==> config.mk <==
export PLATFORM = sky130hd
export DESIGN_NAME = reaction_ms_timer
export DESIGN_NICKNAME = d
export VERILOG_FILES = /design/src/rtl/reaction_ms_timer.sv
export SDC_FILE = /design/constraint.sdc
export NUM_CORES = 1
export LEC_CHECK = 0
export BUFFER_PORTS_ARGS = -buffer_cell sky130_fd_sc_hd__buf_2
export CAP_MARGIN = 20
export CORE_MARGIN = 1
export CORE_UTILIZATION = 39
export DETAILED_ROUTE_END_ITERATION = 7
export GPL_ROUTABILITY_DRIVEN = 0
export HOLD_SLACK_MARGIN = 0.05
export MAX_ROUTING_LAYER = met4
export PLACE_DENSITY = 0.61
export SETUP_SLACK_MARGIN = 0.05
export SYNTH_ARGS = -nofsm -noshare
export SYNTH_HDL_FRONTEND = slang
export SYNTH_SLANG_ARGS = --single-unit
==> constraint.sdc <==
create_clock -name clk -period 1.8 [get_ports clk]
set_input_delay 0.36 -clock clk [delete_from_list [all_inputs] [get_ports clk]]
set_output_delay 0.36 -clock clk [all_outputs]
set_load 0.01 [all_outputs]
==> src/rtl/reaction_ms_timer.sv <==
// Reaction timer: random pre-stimulus delay, then a 4-digit BCD millisecond count until stop.
// Optional early-press detection is compiled in when RT_CHEAT_DETECT_EN is defined.
module reaction_ms_timer #(
    parameter int MIN_DELAY_MS = 1000,
    parameter int RAND_BITS    = 11
) (
    input  logic        clk,
    input  logic        reset,
    input  logic        tick,
    input  logic        start,
    input  logic        stop,
    output logic        led,
    output logic        busy,
    output logic [15:0] bcd,
    output logic        done,
    output logic        timeout,
    output logic        cheat
);

    localparam int CNT_W = $clog2(MIN_DELAY_MS + (1 << RAND_BITS));

    typedef enum logic [2:0] {
        S_IDLE,
        S_WAIT,
        S_RUN,
        S_DONE,
        S_CHEAT
    } state_t;

    state_t             r_state;
    state_t             w_state_nxt;
    logic [15:0]        r_lfsr;
    logic               w_lfsr_fb;
    logic [CNT_W-1:0]   r_dly;
    logic [CNT_W-1:0]   w_dly_nxt;
    logic [CNT_W-1:0]   w_dly_load;
    logic [15:0]        r_bcd;
    logic [15:0]        w_bcd_nxt;
    logic               r_done;
    logic               w_done_nxt;
    logic               r_tmo;
    logic               w_tmo_nxt;
    logic               r_cheat;
    logic               w_cheat_nxt;
    logic               r_led;
    logic               r_busy;

    // Decimal increment with ripple carry across the four digits; saturation is handled by the caller.
    function automatic logic [15:0] bcd_inc(input logic [15:0] v);
        logic [15:0] res;
        logic        carry;
        res   = v;
        carry = 1'b1;
        for (int i = 0; i < 4; i++) begin
            if (carry) begin
                if (res[4*i +: 4] == 4'd9) begin
                    res[4*i +: 4] = 4'd0;
                end else begin
                    res[4*i +: 4] = res[4*i +: 4] + 4'd1;
                    carry         = 1'b0;
                end
            end
        end
        return res;
    endfunction

    assign w_lfsr_fb  = r_lfsr[15] ^ r_lfsr[13] ^ r_lfsr[12] ^ r_lfsr[10];
    assign w_dly_load = CNT_W'(MIN_DELAY_MS) + CNT_W'(r_lfsr[RAND_BITS-1:0]);

    always_comb begin
        w_state_nxt = r_state;
        w_dly_nxt   = r_dly;
        w_bcd_nxt   = r_bcd;
        w_done_nxt  = r_done;
        w_tmo_nxt   = r_tmo;
        w_cheat_nxt = r_cheat;
        case (r_state)
            S_IDLE, S_DONE, S_CHEAT: begin
                if (start) begin
                    w_state_nxt = S_WAIT;
                    w_dly_nxt   = w_dly_load;
                    w_bcd_nxt   = 16'h0000;
                    w_done_nxt  = 1'b0;
                    w_tmo_nxt   = 1'b0;
                    w_cheat_nxt = 1'b0;
                end
            end
            S_WAIT: begin
`ifdef RT_CHEAT_DETECT_EN
                if (stop) begin
                    w_state_nxt = S_CHEAT;
                    w_cheat_nxt = 1'b1;
                    w_bcd_nxt   = 16'h9999;
                end else
`endif
                if (tick) begin
                    if (r_dly == CNT_W'(1)) begin
                        w_state_nxt = S_RUN;
                        w_bcd_nxt   = 16'h0000;
                    end else begin
                        w_dly_nxt = r_dly - CNT_W'(1);
                    end
                end
            end
            S_RUN: begin
                // A stop in the same cycle as a tick freezes the count before that tick lands.
                if (stop) begin
                    w_state_nxt = S_DONE;
                    w_done_nxt  = 1'b1;
                end else if (tick) begin
                    if (r_bcd == 16'h9999) begin
                        w_state_nxt = S_DONE;
                        w_done_nxt  = 1'b1;
                        w_tmo_nxt   = 1'b1;
                    end else begin
                        w_bcd_nxt = bcd_inc(r_bcd);
                    end
                end
            end
            default: w_state_nxt = S_IDLE;
        endcase
    end

    always_ff @(posedge clk) begin
        if (reset) begin
            r_state <= S_IDLE;
            r_lfsr  <= 16'hACE1;
            r_dly   <= '0;
            r_bcd   <= 16'h0000;
            r_done  <= 1'b0;
            r_tmo   <= 1'b0;
            r_cheat <= 1'b0;
            r_led   <= 1'b0;
            r_busy  <= 1'b0;
        end else begin
            r_state <= w_state_nxt;
            r_lfsr  <= {r_lfsr[14:0], w_lfsr_fb};
            r_dly   <= w_dly_nxt;
            r_bcd   <= w_bcd_nxt;
            r_done  <= w_done_nxt;
            r_tmo   <= w_tmo_nxt;
            r_cheat <= w_cheat_nxt;
            r_led   <= (w_state_nxt == S_RUN);
            r_busy  <= (w_state_nxt == S_WAIT) || (w_state_nxt == S_RUN);
        end
    end

    assign led     = r_led;
    assign busy    = r_busy;
    assign bcd     = r_bcd;
    assign done    = r_done;
    assign timeout = r_tmo;
    assign cheat   = r_cheat;

endmodule

; Word level (Yosys, flattened, before mapping)
; Index checks and enable logic that the tools add are counted.
[op_classes]
add_sub_neg = 6
eq_ne = 25
muxes = 49
n_bitwise = 3
n_reduce_logical = 13
[ops]
columns = operator, count
row1 = $mux 16, 6
row2 = $pmux 16 s3, 1
row3 = $mux 12, 3
row4 = $mux 4, 7
row5 = $pmux 12 s2, 1
row6 = $reduce_and 8->1, 3
row7 = $mux 1, 22
row8 = $ne 2x2->1 const B, 11
row9 = $mux 3, 6
row10 = $add 4x1->4 const B, 4
row11 = $eq 16x16->1 const B, 1
row12 = $eq 4x4->1 const B, 4
row13 = $add 10x11->12 const A, 1
row14 = $eq 12x1->1 const B, 1
row15 = $sub 12x1->12 const B, 1
row16 = $eq 3x2->1 const B, 3
row17 = $pmux 3 s3, 1
row18 = $reduce_and 4->1, 2
row19 = $reduce_and 7->1, 1
row20 = $eq 3x1->1 const B, 2
row21 = $ne 3x3->1 const B, 2
row22 = $reduce_and 5->1, 1
row23 = $pmux 1 s2, 2
row24 = $reduce_bool 2->1, 2
row25 = other kinds (6), 8
[word_totals]
reg_bits = 51
input_bits = 5
out_inout_bits = 21
word_cells = 107

; Logic depth before layout (Yosys ltp)
[depth]
depth_word = 21
depth_mapped = 9

; Worst setup path after synthesis
; Ideal clock, no wire load.
[synth_timing]
path_type = register -> register
from = register r_bcd[0] (netlist: bcd[0])
to = register r_bcd[10] (netlist: bcd[10])
setup_time_ns = 0.101
arrival_ns = 1.887
required_time_ns = 1.699
path_slack_ns = -0.188
path_stages_with_launch = 9
path_cell_list = dfxtp_1 > ha_1 > nand3b_1 > nor4_2 > a22o_1 > buf_2 > buf_4 > o311ai_0 > o41ai_1
[synth_via]
elab_chain_cells = 13
[synth_rtl]
columns = element, line
row1 = "start, declared", 37  ; logic [15:0] r_bcd;
row2 = "start signal, assigned", 139  ; r_bcd <= w_bcd_nxt;
row3 = $eq 4x4->1, 56  ; if (res[4*i +: 4] == 4'd9) begin
row4 = $mux 1, 56
row5 = $mux 1, 111  ; if (r_bcd == 16'h9999) begin
row6 = $mux 1, 110  ; end else if (tick) begin
row7 = $mux 1, 107  ; if (stop) begin
row8 = $mux 1, 77  ; case (r_state)
row9 = $mux 1, 55  ; if (carry) begin
row10 = $mux 1, 111
row11 = $mux 1, 110
row12 = $mux 1, 107
row13 = $mux 1, 77
row14 = $ne 2x2->1 (no line), -
row15 = $reduce_and 8->1 (no line) (*), -
; Every way passes the cells marked *; elsewhere a longest branch is shown, timed or not. The select of a mux whose other input is x is not followed.
; A chain may end at the register's enable or synchronous reset.

; Final worst setup path
[layout_timing]
from = register r_bcd[9] (netlist: bcd[9])
to = register r_bcd[10] (netlist: bcd[10])
[layout_via]
elab_chain_cells = 7
[layout_rtl]
columns = element, line
row1 = $add 4x1->4 / $eq 4x4->1 (equally long branches), "59, 56"
row2 = $mux 4, 56
row3 = $mux 4, 55
row4 = $mux 16, 111
row5 = $mux 16, 110
row6 = $mux 16, 107
row7 = $pmux 16 s3, 77
; Several ways; a longest one is shown, not always the timed one. The select of a mux whose other input is x is not followed.

==> flow_metrics.env <==
export IMPL_htreeDepth=2
export IMPL_synth_area_um2=2750
export IMPL_clock_skew_ns=0.00444
export IMPL_hold_path_class="input port to flop"
export IMPL_postSynth_asyncResetShare_pct=0
export IMPL_relSlewSlack_pct=67.3
export IMPL_hold_viol_final=0
export IMPL_gr_total_overflow=0
export IMPL_grt_pass1_vias=2542
export IMPL_setup_ws_ns=-0.186
export IMPL_ys_seq_elements=51
export IMPL_synth_distinct_cells=60
export IMPL_rows=30
export IMPL_ir_worst_vdd_mv=0.372
export IMPL_clk_latency_ns=0.32
export IMPL_fillCellCount=554
export IMPL_violations="setup timing"
export IMPL_synth_top_family_by_area="simple AND/OR/NAND/NOR gates"
export IMPL_outcome="finished with violations"
export IMPL_dpl_cell_count=495
export IMPL_antenna_found_initial=0
export IMPL_worstSetupPathType="flop to flop"
export IMPL_synth_top_cell_by_area="dfxtp_1"
export IMPL_initial_core_util_pct=40.4
export IMPL_fin_util_pct=62.1
export IMPL_nNetsFinal=441
export IMPL_yosysSeqAreaShare_pct=37.2
export IMPL_syn_area_per_cell_um2=8.45
export IMPL_grt_pass1_wl_um=12200
export IMPL_core_um2=6790
export IMPL_post_route_period_util_pct=110
export IMPL_synth_edf_count=0
export IMPL_synthCells=325
export IMPL_diodes=0
export IMPL_grt_start_max_net_pins=22
export IMPL_synth_area_mux_share_pct=0.820
export IMPL_synth_compound_area_share_pct=21.9
export IMPL_cp_data_arrival_time_ns=2.21
export IMPL_hpwlAfterDp_um=5100
export IMPL_synth_nets=341
export IMPL_yosysTopAreaCellShare_pct=37.2
export IMPL_cts_tree="yes"
export IMPL_dr_pass1_iters=4
export IMPL_synth_adder_area_share_pct=5.01
export IMPL_p_leak_uw=0.00175
export IMPL_synth_area_leaders="dfxtp_1 (37%), ha_1 (5.0%), a21oi_1 (4.7%)"
export IMPL_power_total_uw=2910
export IMPL_cts_buffers=5
export IMPL_cts_sinks=51
export IMPL_layout_commonest_cell="buf_4"
export IMPL_critPathMaxFanout=6
export IMPL_cts_buffer_depth=2
export IMPL_place_area_um2=3520
export IMPL_final_area_um2=4220
export IMPL_drive_above_1_share_pct=50.7
export IMPL_layout_cells_non_filler=522
export IMPL_drv_cap=0
export IMPL_grt_setup_unrepaired="yes"
export IMPL_root_buffer="clkbuf_8"
export IMPL_setup_viol=18
export IMPL_synthSimpleGateAreaFrac_pct=27.5
export IMPL_first_iter_violations=221
export IMPL_ys_warnings_count=0
export IMPL_cp_startpoint="bcd[9]$_SDFFE_PP0P_"
export IMPL_cp_required_ns=2.02
export IMPL_endpoint_kind="flop"
export IMPL_avgViaCountPerCell=5.44
export IMPL_min_period_ns=1.99
export IMPL_synth_ff_type="dfxtp_1"
export IMPL_layout_common_cells="buf_4 (75), dfxtp_1 (36), buf_2 (24)"
export IMPL_ant_nets=0
export IMPL_vias=2840
export IMPL_max_freq_mhz=504
export IMPL_die_y_um=85.9
export IMPL_die_area_um2=7380
export IMPL_hold_start="start"
export IMPL_slew_viol_final=0
export IMPL_clk_pin_slew_ns=0.11
export IMPL_ioPinCount=26
export IMPL_drcViolationCount=0
export IMPL_powerDensity_nw_per_um2=690
export IMPL_tightest_slew_ns=0.478
export IMPL_die_x_um=85.9
export IMPL_area_growth_pct=53.6
export IMPL_r2r_start="bcd[9]$_SDFFE_PP0P_"
export IMPL_post_drt_wl_per_cell_um=15.6
export IMPL_globalRouteTotalUtil_pct=21.4
export IMPL_numPortBuffers=24
export IMPL_synth_xor_area_share_pct=2.55
export IMPL_wirelength_um=8140
export IMPL_cp_start_kind="flop"
==> flip-flops by register name (all words and copies together) (netlist names) <==
name and cells:
bcd 16, r_lfsr 16, r_dly 12, r_state 3
busy 1, done 1, led 1, timeout 1
==> cell type report <==
| type | count | area (um^2) | share of cell area, % |
|---|---|---|---|
| clock buffers | 5 | 68.8 | 1.63 |
| clock inverters | 3 | 28.8 | 0.682 |
| inverters | 11 | 48.8 | 1.16 |
| multi-input cells | 243 | 1970 | 46.6 |
| flip-flops and latches | 51 | 1060 | 25.1 |
| well taps | 96 | 120 | 2.85 |
| repair buffers | 113 | 927 | 22.0 |
==> power breakdown <==
group          leakage, uW  internal, uW  switching, uW
combinational      0.00127           467            463
sequential        0.000427          1180           57.2
clock            0.0000502           290            451
total              0.00175          1940            971
==> per-layer routing <==
metal | vias to the layer above | GRT usage [%] | part of all wire (%)
li1 | 1400 | - | -
met1 | 1352 | 28.9 | 46
met2 | 82 | 33.8 | 49
met3 | 6 | 2.98 | 4.9
met4 | 0 | 5.15 | 0.75
met5 | - | - | 0
==> cells by family after synthesis <==
logic type / after synthesis
muxes: 2
adders and majority gates: 11
other: 1
AOI/OAI and AO/OA: 95
buffers and inverters: 31
and+or+nand+nor: 126
DFF: 51
xor gates and xnor gates: 8
==> metrics by stage <==
step	hold WS [ns]	setup TNS [ns]	setup WS, ns
after floorplan	0.389	-0.355	-0.0531
after global placement	0.393	-6.35	-0.368
after detailed placement	0.395	-7.37	-0.436
after CTS	0.262	-1.78	-0.169
after global routing	0.291	-3.92	-0.259
final	0.270	-2.09	-0.186
==> critical path, cell delays in order (launching register included) <==
cell and delay [ns]:
dfxtp_4 0.37, inv_4 0.03, ha_4 0.14, nand3b_1 0.20
nor4_4 0.08, a22o_4 0.26, buf_12 0.14, or4_4 0.45
o41ai_2 0.22
==> worst paths after layout <==
| check | endpoint | slack, ns | depth (start not counted) |
|---|---|---|---|
| hold / removal | r_state[2]$_SDFF_PP0_ | 0.27 | 2 |
| hold reg to reg | r_lfsr[15]$_SDFF_PP1_ | 0.42 | 1 |
| setup reg to reg | bcd[10]$_SDFFE_PP0P_ | -0.19 | 8 |
| setup / recovery | bcd[10]$_SDFFE_PP0P_ | -0.19 | 8 |
==> Yosys cell counts (6+ instances only) <==
library cell,number
clkbuf_1,12
nand3_1,7
ha_1,11
nor2_1,17
nor2b_1,11
dfxtp_1,51
nand2_1,21
o31ai_1,7
inv_1,11
xnor2_1,6
or4_1,10
a21oi_1,26
or2_2,8
nor3_1,10
o21ai_0,25
==> what timing repair did <==
item | in CTS | in global routing
pin swaps | 19 | 36
setup endpoints to repair | 31 | 32
hold buffers | 0 | 0
buffers inserted | 8 | 8
endpoints found under the hold margin | 0 | 0
gates resized for setup | 61 | 46
cloned | 2 | 1
Note: power is estimated with default switching activity, not from simulation.
